### src/rtl/imem_line_fetcher.sv
// Instruction-RAM line fetcher: reads LINE_WORDS consecutive words through a
// 1-cycle-latency synchronous read port and returns them as one cache line.
module imem_line_fetcher #(
    parameter int unsigned LINE_WORDS_LOG = 3,
    parameter int unsigned ADDR_W         = 12
) (
    input  logic                                 clk,
    input  logic                                 rst,
    input  logic                                 req_valid,
    output logic                                 req_ready,
    input  logic [ADDR_W-1:0]                    req_addr,
    output logic [ADDR_W-1:0]                    mem_addr,
    output logic [3:0]                           mem_wea,
    output logic [31:0]                          mem_dina,
    input  logic [31:0]                          mem_douta,
    output logic                                 line_valid,
    input  logic                                 line_ready,
    output logic [ADDR_W-1:0]                    line_addr,
    output logic [32*(1<<LINE_WORDS_LOG)-1:0]    line_data,
    output logic [15:0]                          fill_count
);

    localparam int unsigned LINE_WORDS = 1 << LINE_WORDS_LOG;
    localparam logic [LINE_WORDS_LOG:0]   ISSUE_MAX = (LINE_WORDS_LOG+1)'(LINE_WORDS);
    localparam logic [LINE_WORDS_LOG-1:0] LAST_CAP  = LINE_WORDS_LOG'(LINE_WORDS - 1);
    localparam logic [ADDR_W-1:0]         LINE_MASK = ~ADDR_W'(LINE_WORDS - 1);

    typedef enum logic [1:0] {
        IDLE,
        FETCH,
        DONE
    } state_t;

    state_t                    state_q;
    state_t                    state_d;
    logic [LINE_WORDS_LOG:0]   issue_cnt;
    logic [LINE_WORDS_LOG-1:0] cap_cnt;
    logic                      rd_pending;
    logic                      issuing;
    logic                      last_capture;

    assign issuing      = (issue_cnt < ISSUE_MAX);
    assign last_capture = rd_pending && (cap_cnt == LAST_CAP);

    assign mem_wea  = 4'b0000;
    assign mem_dina = '0;

    always_ff @(posedge clk or posedge rst) begin
        if (rst) begin
            state_q <= IDLE;
        end else begin
            state_q <= state_d;
        end
    end

    always_comb begin
        state_d = state_q;
        case (state_q)
            IDLE:    if (req_valid)    state_d = FETCH;
            FETCH:   if (last_capture) state_d = DONE;
            DONE:    if (line_ready)   state_d = IDLE;
            default:                   state_d = IDLE;
        endcase
    end

    // Once every word is issued the port keeps re-reading the last word; harmless.
    always_comb begin
        req_ready  = (state_q == IDLE);
        line_valid = (state_q == DONE);
        mem_addr   = '0;
        if (state_q == FETCH) begin
            if (issuing) begin
                mem_addr = line_addr + ADDR_W'(issue_cnt);
            end else begin
                mem_addr = line_addr + ADDR_W'(LINE_WORDS - 1);
            end
        end
    end

    always_ff @(posedge clk or posedge rst) begin
        if (rst) begin
            issue_cnt  <= '0;
            cap_cnt    <= '0;
            rd_pending <= 1'b0;
            line_addr  <= '0;
            line_data  <= '0;
            fill_count <= '0;
        end else begin
            case (state_q)
                IDLE: begin
                    if (req_valid) begin
                        line_addr  <= req_addr & LINE_MASK;
                        issue_cnt  <= '0;
                        cap_cnt    <= '0;
                        rd_pending <= 1'b0;
                    end
                end
                FETCH: begin
                    if (issuing) begin
                        issue_cnt <= issue_cnt + 1'b1;
                    end
                    // Read data trails its address by one edge.
                    rd_pending <= issuing;
                    if (rd_pending) begin
                        for (int unsigned k = 0; k < LINE_WORDS; k++) begin
                            if (cap_cnt == LINE_WORDS_LOG'(k)) begin
                                line_data[32*k +: 32] <= mem_douta;
                            end
                        end
                        cap_cnt <= cap_cnt + 1'b1;
                        if (cap_cnt == LAST_CAP) begin
                            fill_count <= fill_count + 16'd1;
                        end
                    end
                end
                DONE: begin
                    if (line_ready) begin
                        issue_cnt  <= '0;
                        cap_cnt    <= '0;
                        rd_pending <= 1'b0;
                    end
                end
                default: begin
                    issue_cnt  <= '0;
                    cap_cnt    <= '0;
                    rd_pending <= 1'b0;
                end
            endcase
        end
    end

endmodule
### config.mk
export PLATFORM = sky130hd
export DESIGN_NAME = imem_line_fetcher
export DESIGN_NICKNAME = d
export VERILOG_FILES = /design/src/rtl/imem_line_fetcher.sv
export SDC_FILE = /design/constraint.sdc
export NUM_CORES = 1
export LEC_CHECK = 0
export ABC_AREA = 0
export ABC_CLOCK_PERIOD_IN_PS = 10300
export CORE_ASPECT_RATIO = 1.1
export CORE_UTILIZATION = 46
export CTS_CLUSTER_SIZE = 25
export DETAILED_ROUTE_END_ITERATION = 8
export PLACE_DENSITY = 0.8
export SYNTH_ARGS = -nofsm -noshare
export SYNTH_HDL_FRONTEND = slang
export SYNTH_SLANG_ARGS = --single-unit
### constraint.sdc
create_clock -name clk -period 10.3 [get_ports clk]
set_input_delay 1.03 -clock clk [delete_from_list [all_inputs] [get_ports clk]]
set_output_delay 1.03 -clock clk [all_outputs]
set_load 0.01 [all_outputs]
# [Word-level counts from Yosys, hierarchy flattened]
# Cells that the tools add are included.
[totals] regBits=291 in_bits=48 out_inout_bits=334 wordCells=67
[op_classes] add_sub_neg=5 magnitude_cmp=1 n_eq_ne=14 n_mux=17 reduce_logical=16
[op_table] cell="3-bit AND reduction" n=11
[op_table] cell="12-bit two-way mux" n=2
[op_table] cell="16-bit by 1-bit adder with 16-bit output, second input constant" n=1
[op_table] cell="12-bit by 3-bit adder with 12-bit output, second input constant" n=1
[op_table] cell="12-bit by 4-bit adder with 12-bit output" n=1
[op_table] cell="3-bit == test, second input constant" n=4
[op_table] cell="4-bit two-way mux" n=3
[op_table] cell="4-bit case mux with 3 select lines" n=1
[op_table] cell="3-bit two-way mux" n=3
[op_table] cell="3-bit case mux with 3 select lines" n=1
[op_table] cell="2-bit != test, second input constant" n=4
[op_table] cell="3-bit by 2-bit == test with 1-bit output, second input constant" n=2
[op_table] cell="2-bit two-way mux" n=3
[op_table] cell="2-bit case mux with 3 select lines" n=1
[op_table] cell="4-bit by 1-bit adder with 4-bit output, second input constant" n=1
[op_table] cell="4-bit less-than comparator, second input constant" n=1
[op_table] cell="2-bit AND reduction" n=2
[op_table] cell="3-bit by 1-bit adder with 3-bit output, second input constant" n=1
[op_table] cell="3-bit by 1-bit == test with 1-bit output, second input constant" n=1
[op_table] cell="3-bit logical NOT" n=1
[op_table] cell="1-bit case mux with 3 select lines" n=1
[op_table] cell="2-bit by 1-bit == test with 1-bit output, second input constant" n=1
[op_table] cell="2-bit == test, second input constant" n=1
[op_table] cell="2-bit logical NOT" n=1
[op_table] cell="3 further kinds" n=4

# [Depth between registers and ports, before layout]
# Gate-level depths: netlist (run 1).
[logic_depth] ltp_word=4 mapped_depth=7 ltp_nobuf=6

# [Least setup slack after synthesis (run 1)]
# No wires, ideal clock.
[synth_timing] path_type="flip-flop to output port" startpoint="reg issue_cnt[3]" endpoint="out mem_addr[9]" arrival_time_ns=1.704 slack_ns=7.566 path_stages_with_launch=7 path_cell_list="dfrtp_1 > buf_1 > and2_1 > ha_1 > nand4b_1 > or3_1 > a21oi_1"
[synth_between] elab_chain_cells=3 word_cells_on_any_way=4 cone_classes="add/sub: 1; order compare: 1; mux: 2"
[synth_rtl] item="from (decl)" line="36" rtl="logic [LINE_WORDS_LOG:0] issue_cnt;"
[synth_rtl] item="from (signal assigned)" line="100" rtl="issue_cnt <= issue_cnt + 1'b1;"
[synth_rtl] item="12-bit by 4-bit adder with 12-bit output or 4-bit less-than comparator (tied branches)" line="73, 42"
[synth_rtl] item="12-bit two-way mux (*)" line="72" rtl="if (issuing) begin"
[synth_rtl] item="12-bit two-way mux (*)" line="71" rtl="if (state_q == FETCH) begin"
[synth_rtl] item="to (decl)" line="12" rtl="output logic [ADDR_W-1:0] mem_addr,"
# Mark *: on every way between the ends. The rest lies on a longest branch, timed or not.

# [Final worst setup path (run 1)]
# Ends and elaborated chain as after synthesis.

==> impl.org, run 1 <==
** Drt
- The routed layout has 7518 vias.
- After detailed routing, the number of vias per cell comes to 5.05.
- First-iteration detailed-routing DRC count :: 330
- Router iterations before antenna repair :: 4
- Number of DRC violations after detailed routing :: 0
- WL final :: 29200 µm
- Remaining antenna violation count :: 0
- After detailed routing, the average wire length per cell comes to 19.6 µm.

** Placement
- Post-placement setup slack :: 7.04 ns
- Port buffering added 339 buffers.
- Post-detail-place hpwl :: 18900 µm
- Routability cong. :: 0.764

** Min path
- Number of cells on the worst hold path :: 1
- The startpoint identified for the worst hold timing path is fill_count[15].
- Min-Delay Path Class :: flop to flop
- The worst hold path terminates at fill_count[15].

** Timing
- Clock skew on the completed layout was measured at 0.0246 ns.
- Final setup violation count :: 0
- Hold Worst Slack :: 0.466 ns
- Fmax :: 261 MHz
- Of the available clock period, the critical path in the final layout requires 0.371.
- Transition time at the pin with the least slew margin :: 1.08 ns
- Setup repair after global routing left no endpoint under its margin.
- The number of hold violations in the final report came to 0.
- Min Tclk post-route :: 3.83 ns
- The number of max-slew violations in the final report is 0.
- Summed over all failing endpoints, the final setup total negative slack is 0 ns.
- Headroom to the max-slew limit came out at 0.278.
- Final worst setup slack :: 6.47 ns

** Worst setup path
- At the worst endpoint, the required time is 9.27 ns.
- STA puts the critical path data arrival time at 2.80 ns.
- In this run the critical register-to-register path is launched from state_q[1].
- Worst setup EP type :: output pin
- Setup slack, reg-to-reg :: 8.00 ns
- Category of the worst setup path launch point :: flop
- Length in cells of the worst reg-to-reg path :: 4
- The critical path is of the flop to output pin type.
- Critical Path Fanout Max :: 13
- The endpoint identified for the worst register-to-register timing path is line_data[121].

** Synthesis
- Fraction of the mapped netlist area in compound gates :: 0.00874
- Syn Inst Count :: 818
- During synthesis, Yosys emitted a total of 0 warnings.
- The synthesized netlist occupies a cell area of 11700 µm².
- Averaged over all synthesized cells, the footprint is 14.3 µm².
- Yosys cell types :: 41
- After synthesis, the share of cell area in mux cells is 0.238.
- Of the total synthesized cell area, the portion taken by XOR and XNOR cells is 0.0134.
- Of the total synthesized cell area, the portion taken by AND, OR, NAND and NOR gates is 0.0642.
- Seq cells post-synth :: 291
- The share of the Yosys chip area taken by registers is 0.621.
- Of the total synthesized cell area, the portion taken by full adders, half adders and majority gates is 0.00960.
- After synthesis, the largest family of logic cells by area is multiplexers.

** Clocking
- TritonCTS created 29 clock buffers.
- CTS H-Tree Depth :: 1
- The clock passes through at most 3 buffers.
- TritonCTS built the clock tree.
- Clock transition at path regs :: 0.06 ns
- In this run, post-CTS hold repair placed 0 buffers.
- In this run, post-CTS repair resized a total of 0 instances.
- Clock tree sinks :: 291
- The clock reaches the later pin of the worst-skew pair after 0.55 ns.
- Setup repair bufs after CTS :: 0
- The root buffer cell chosen for the clock tree is sky130_fd_sc_hd__clkbuf_16.

** Pwr
- Power density over cell area :: 349 nW/µm²
- Peak VDD IR :: 0.184 mV
- Leakage power summed over all cells :: 0.00716 µW
- Total power of the final layout :: 5670 µW

** Cells and area
- Fillcell total :: 1792
- Area grow syn2layout :: 38.5%
- Diode insertion count for antenna repair :: 0
- In the final layout, the share of cells above drive strength 1 is 0.208.
- In the final design database the tool counted 1215 nets.
- Sequential cell area in the final layout :: 7280 µm²
- Summing all multi-input logic gate instances after layout gives 4080 µm².

** Global routing
- Entering global routing, the biggest net connects 181 pins.
- The initial antenna violation count came to 0.
- The first global-routing pass estimated 45000 µm of wire.
- Grt total ovfl :: 0
- Vias in the first global route :: 7783
- In the global route stage, overall resource usage came out at 0.223.

** Floorplan
- For this configuration, the core starts out at a cell density of 0.474.
- Die W :: 154 µm
- Placeable core area :: 24800 µm²
- Measured along the y axis, the die boundary spans 170 µm.
- The die covers 26200 µm².
- Row count :: 60
- Io pins :: 382

** Outcome
- Run status :: complete, no violations

** Run
- Reported max-cap violation count :: 0
[worst max-delay path: stages, from the launching register on]
cell and delay [ns]:
sky130_fd_sc_hd__dfrtp_1 0.60, sky130_fd_sc_hd__and2_1 0.19, sky130_fd_sc_hd__ha_1 0.16, sky130_fd_sc_hd__nand4b_1 0.20, sky130_fd_sc_hd__or3_1 0.39, sky130_fd_sc_hd__a21oi_1 0.15
sky130_fd_sc_hd__clkdlybuf4s50_1 0.57
[final cells by class]
type                            instances  share of cell area
Clock buffer                           38              0.0510
Clock inverter                         15              0.0134
Inverter                                8             0.00231
Multi-Input combinational cell        487               0.251
Sequential cell                       291               0.448
Tap cell                              310              0.0239
Timing Repair Buffer                  341               0.210
[cells in the mapped netlist]
cell,count,area [µm²]
sky130_fd_sc_hd__dfrtp_1,291,7280
sky130_fd_sc_hd__mux2_2,142,1600
sky130_fd_sc_hd__nand2_1,117,439
sky130_fd_sc_hd__mux2_1,53,597
sky130_fd_sc_hd__buf_4,42,315
sky130_fd_sc_hd__mux2_4,39,586
sky130_fd_sc_hd__nor2_1,18,67.6
sky130_fd_sc_hd__xnor2_1,13,114
sky130_fd_sc_hd__buf_2,11,55.1
sky130_fd_sc_hd__buf_6,9,101
sky130_fd_sc_hd__ha_1,9,113
sky130_fd_sc_hd__inv_1,8,30.0
sky130_fd_sc_hd__clkbuf_1,7,26.3
sky130_fd_sc_hd__o21ai_0,7,35.0
sky130_fd_sc_hd__and2_1,6,37.5
sky130_fd_sc_hd__nand3_1,5,25.0
sky130_fd_sc_hd__nor3_1,5,25.0
sky130_fd_sc_hd__xor2_1,5,43.8
sky130_fd_sc_hd__a21oi_1,3,15.0
sky130_fd_sc_hd__nand3_4,3,52.6
sky130_fd_sc_hd__a21o_1,2,15.0
sky130_fd_sc_hd__nand2b_1,2,12.5
sky130_fd_sc_hd__nand4_1,2,12.5
sky130_fd_sc_hd__nand4b_1,2,17.5
sky130_fd_sc_hd__a22o_1,1,8.76
sky130_fd_sc_hd__a31oi_1,1,6.26
sky130_fd_sc_hd__and2_4,1,8.76
sky130_fd_sc_hd__and2b_2,1,8.76
sky130_fd_sc_hd__and3_1,1,6.26
sky130_fd_sc_hd__buf_1,1,3.75
sky130_fd_sc_hd__conb_1,1,3.75
sky130_fd_sc_hd__mux2i_1,1,10.0
sky130_fd_sc_hd__nand2_2,1,6.26
sky130_fd_sc_hd__nand3b_1,1,7.51
sky130_fd_sc_hd__nor2b_1,1,6.26
sky130_fd_sc_hd__nor3b_1,1,7.51
sky130_fd_sc_hd__o21a_1,1,7.51
sky130_fd_sc_hd__o22ai_1,1,6.26
sky130_fd_sc_hd__o41ai_1,1,8.76
sky130_fd_sc_hd__or2_2,1,6.26
sky130_fd_sc_hd__or3_1,1,6.26
[report_power, final]
part | internal (µW) | total, µW | leakage [µW] | switching, µW
clock | 692 | 1140 | 0.000506 | 445
sequential | 1700 | 2020 | 0.00341 | 321
combinational | 1510 | 2510 | 0.00324 | 1000
[stage by stage]
| step | utilization | std cells | area, µm² |
|---|---|---|---|
| after global routing | 0.656 | 1490 | 16300 |
| after CTS | 0.656 | 1490 | 16300 |
| after detailed placement | 0.614 | 1437 | 15200 |
| after floorplan | - | 856 | 11900 |
| after global placement | 0.614 | 1437 | 15200 |
| final | 0.656 | 1490 | 16300 |
[placed cells by master, fill, tap and decap left out, types with 3 or more instances in the layout]
master / Yosys / routed
sky130_fd_sc_hd__nand3_4: 3 / 3
sky130_fd_sc_hd__bufinv_16: 0 / 5
sky130_fd_sc_hd__xor2_1: 5 / 5
sky130_fd_sc_hd__xnor2_1: 13 / 13
sky130_fd_sc_hd__clkinvlp_4: 0 / 4
sky130_fd_sc_hd__nor3_1: 5 / 5
sky130_fd_sc_hd__nand2_2: 1 / 4
sky130_fd_sc_hd__dfrtp_1: 291 / 291
sky130_fd_sc_hd__clkbuf_8: 0 / 7
sky130_fd_sc_hd__and2_1: 6 / 6
sky130_fd_sc_hd__mux2_1: 53 / 53
sky130_fd_sc_hd__a21oi_1: 3 / 3
sky130_fd_sc_hd__mux2_4: 39 / 39
sky130_fd_sc_hd__nand3_1: 5 / 5
sky130_fd_sc_hd__ha_1: 9 / 9
sky130_fd_sc_hd__conb_1: 1 / 39
sky130_fd_sc_hd__mux2_2: 142 / 142
sky130_fd_sc_hd__nor2_1: 18 / 17
sky130_fd_sc_hd__inv_1: 8 / 7
sky130_fd_sc_hd__clkbuf_16: 0 / 29
sky130_fd_sc_hd__o21ai_0: 7 / 7
sky130_fd_sc_hd__clkinv_2: 0 / 4
sky130_fd_sc_hd__nand2_1: 117 / 114
sky130_fd_sc_hd__clkdlybuf4s50_1: 0 / 339
[sequential cells by signal (all words and copies together), names as in the netlist]
name        cells
line_data     256
state_q         2
issue_cnt       4
cap_cnt         3
line_addr       9
rd_pending      1
fill_count     16
[per-layer routing]
| layer | GRT usage | share of wire | vias to the layer above |
|---|---|---|---|
| met2 | 0.384 | 0.50 | 286 |
| met1 | 0.277 | 0.40 | 3813 |
| met5 | 0 | 0 | - |
| met3 | 0.0567 | 0.074 | 42 |
| li1 | - | - | 3377 |
| met4 | 0.0676 | 0.027 | 0 |
[worst max path at each step]
stage | start | to | slack (ns)
after CTS | issue_cnt[3] | mem_addr[9] | 6.45
after global routing | issue_cnt[3] | mem_addr[9] | 6.33
after detailed placement | issue_cnt[3] | mem_addr[9] | 7.04
final | issue_cnt[3] | mem_addr[9] | 6.47
after global placement | issue_cnt[3] | mem_addr[9] | 7.10
after floorplan | rst | cap_cnt[0] | 1.24
[kinds of logic (layout without fill, tap and decap cells)]
| group | after synthesis | after routing |
|---|---|---|
| adders and majority gates | 9 | 9 |
| buffers and inverters | 78 | 402 |
| other | 1 | 39 |
| DFF | 291 | 291 |
| xor gates and xnor gates | 18 | 18 |
| and+or+nand+nor | 169 | 169 |
| muxes | 235 | 235 |
| AOI/OAI and AO/OA | 17 | 17 |
Note: power is estimated with default switching activity, not from simulation.
==> run 2, diff against run 1 <==
--- a/config.mk
+++ b/config.mk
@@ -6,7 +6,7 @@
 export NUM_CORES = 1
 export LEC_CHECK = 0
 export ABC_AREA = 0
-export ABC_CLOCK_PERIOD_IN_PS = 10300
+export ABC_CLOCK_PERIOD_IN_PS = 3800
 export CORE_ASPECT_RATIO = 1.1
 export CORE_UTILIZATION = 46
 export CTS_CLUSTER_SIZE = 25
==> constraint.sdc (replaced) <==
create_clock -name clk -period 3.8 [get_ports clk]
set_input_delay 0.38 -clock clk [delete_from_list [all_inputs] [get_ports clk]]
set_output_delay 0.38 -clock clk [all_outputs]
set_load 0.01 [all_outputs]
==> run 2 against run 1 <==
Against the previous run: sequential share of layout area shrank 0.32 points; power rose to 2.7 times the previous value; hold slack lost 0.082 ns; cell count grew 0.60%; core utilization up 0.47 points; clock power increased to 2.8 times the previous value; design area increased by 0.72%; critical path type unchanged.
==> impl.org, run 2 (same netlist as run 1, synthesis figures left out) <==
** Outcome
- The flow ran to the end, and the final reports show no timing, DRC or antenna violations.

** Cells and area
- Count of nets after finishing :: 1222
- Diode insertion count for antenna repair :: 0
- Top library cells by usage in the layout, fill and taps aside :: sky130_fd_sc_hd__clkdlybuf4s50_1, sky130_fd_sc_hd__dfrtp_1, sky130_fd_sc_hd__mux2_2
- The filler cells instantiated in the layout total 1800.
- Biggest register :: line_data
- Multi-input logic area :: 4080 µm²
- In the final layout, the registers with the most flip-flops are line_data x256, fill_count x16, line_addr x9.
- Leaving out fill and tap cells, the most frequent cell in the layout is sky130_fd_sc_hd__clkdlybuf4s50_1.
- From synthesis to final layout, the design area changed by 39.5%.
- The finished cells cover 16400 µm².
- Sequential cell area in the final layout :: 7280 µm²
- Of the cells placed in the final design, the portion with a size suffix greater than 1 is 0.209.
- The register with the most flip-flops in the layout has 256 of them.

** Drt
- Summed over all layers, the routed wires come to 29500 µm.
- The detailed router finished its first iteration with 272 violations.
- The final route contains 7572 vias.
- After detailed routing, the average wire length per cell comes to 19.7 µm.
- Mean number of vias per cell :: 5.05
- The detail route stage leaves a number of antenna-violating nets equal to 0.
- Router iterations before antenna repair :: 4
- Number of DRC violations after detailed routing :: 0

** Pwr
- The worst-case IR drop observed on VDD is 0.593 mV.
- For this design the static power due to leakage is 0.00721 µW.
- Proportion of power drawn by flip-flops and latches :: 0.353
- The internal power of the cells totals 10700 µW.
- Switching power :: 4800 µW
- Power density over cell area :: 948 nW/µm²
- Switching share of total power :: 0.309
- The share of total power dissipated in the clock network is 0.208.
- Of the total power, combinational logic draws 0.439.

** Timing
- Setup repair after global routing left no endpoint under its margin.
- The number of hold violations in the final report was 0.
- Setup violations remaining at the end of the flow were counted as 0.
- Static timing analysis puts the maximum clock frequency at 318 MHz.
- Transition time at the pin with the least slew margin :: 1.14 ns
- Final hold analysis gives a worst-case slack of 0.385 ns.
- Of the available clock period, the critical path in the final layout requires 0.827.
- Min Tclk post-route :: 3.14 ns
- The number of max-slew violations in the final report came to 0.
- Setup Skew :: 0.0108 ns
- Measured against its own limit, the worst slew margin works out to 0.235.

** Clocking
- Cell at the root of the clock tree :: sky130_fd_sc_hd__clkbuf_16
- Longest Clk Path Bufs :: 3
- Clock transition at path regs :: 0.07 ns
- For the worst-skew pair, the clock arrives at the later sink with an insertion delay of 0.54 ns.
- Inserted Clock Buffers :: 30
- Buffers inserted to repair hold after CTS numbered 0.
- In this run, post-CTS repair resized a total of 0 instances.
- Setup repair bufs after CTS :: 0
- CTS H-Tree Depth :: 1
- TritonCTS built the clock tree.
- Clock tree sinks :: 291

** Run
- The tool flagged a number of max-cap violations equal to 0.

** Placement
- Number of I/O port buffers :: 339
- Post-detail-place hpwl :: 19500 µm
- Instance area at placement :: 15300 µm²
- Routability cong. :: 0.750

** Worst setup path
- Of all nets on the critical path, the largest fanout is 13.
- Path type of the worst setup path :: flop to output pin
- In this run the worst setup path begins at issue_cnt[3].
- At the worst endpoint, the required time is 3.42 ns.
- STA classifies the critical path endpoint as an output pin.
- Setup slack, reg-to-reg :: 1.39 ns
- Arrival time of the worst setup path :: 2.76 ns
- Critical path endpoint :: mem_addr[9]
- The worst register-to-register path ends at line_data[121].
- STA classifies the critical path startpoint as a flop.
- In this run the critical register-to-register path is launched from state_q[1].
- Counting cells, the worst reg-to-reg path comes to 4.

** Floorplan
- Die W :: 154 µm
- Area enclosed by the die boundary :: 26200 µm²
- Starting density of the core :: 0.474
- Row count :: 60
- In this run the vertical extent of the chip is 170 µm.
- Io pins :: 382
- Placeable core area :: 24800 µm²

** Global routing
- Vias in the first global route :: 7901
- Number of antenna violations at the first check in global routing :: 0
- Largest net degree at the start of global routing :: 85
- Summed over all layers, the global routing overflow is 0.
- The first global-routing pass estimated 45900 µm of wire.
- Across every metal layer, demand over resource in global routing totals 0.228.

** Min path
- The path class of the tightest hold or removal check is input port to async pin.
run 2: routing by layer:
metal	vias to the layer above	wire, µm	track usage
li1	3415	-	-
met1	3841	11700	0.276
met2	268	15000	0.401
met3	48	2040	0.0580
met4	0	729	0.0659
met5	-	0	0
run 2: worst min-delay path by stage:
stage	startpoint	endpoint	depth (start not counted)
floorplan	issue_cnt[2]	issue_cnt[2]	1
finish	rst	line_data[48]	2
global route	rst	line_data[10]	2
global placement	line_data[231]	line_data[231]	2
detailed placement	line_data[225]	line_data[225]	2
CTS	rst	line_data[106]	2
run 2: power groups by stage:
stage                     Combinational, µW  Clock, µW  Sequential [µW]
after floorplan                        2370          0             6110
after global placement                 6720          0             5450
after detailed placement               6850          0             5530
after CTS                              6900       3280             5490
after global routing                   7220       3410             5680
final                                  6810       3230             5490
run 2: area by class of cell:
type / count / share of cell area
Sequential cell: 291 / 0.445
Multi-Input combinational cell: 487 / 0.249
Timing Repair Buffer: 347 / 0.213
Clock buffer: 44 / 0.0534
Tap cell: 310 / 0.0237
Clock inverter: 12 / 0.0137
Inverter: 8 / 0.00206
run 2: worst max-delay path: stages, from the launching register on:
cell	delay [ns]
sky130_fd_sc_hd__dfrtp_1	0.57
sky130_fd_sc_hd__and2_1	0.18
sky130_fd_sc_hd__ha_1	0.16
sky130_fd_sc_hd__nand4b_1	0.20
sky130_fd_sc_hd__or3_1	0.39
sky130_fd_sc_hd__a21oi_1	0.14
sky130_fd_sc_hd__clkdlybuf4s50_1	0.57
run 2: stage by stage:
stage | total power (µW) | setup WS (ns) | instances | setup TNS [ns] | util
after floorplan | 8480 | -0.441 | 856 | -128.38 | -
after global placement | 12200 | 1.28 | 1443 | 0 | 0.617
after global routing | 16300 | 0.546 | 1499 | 0 | 0.661
final | 15500 | 0.659 | 1499 | 0 | 0.661
after detailed placement | 12400 | 1.28 | 1443 | 0 | 0.617
after CTS | 15700 | 0.652 | 1499 | 0 | 0.661
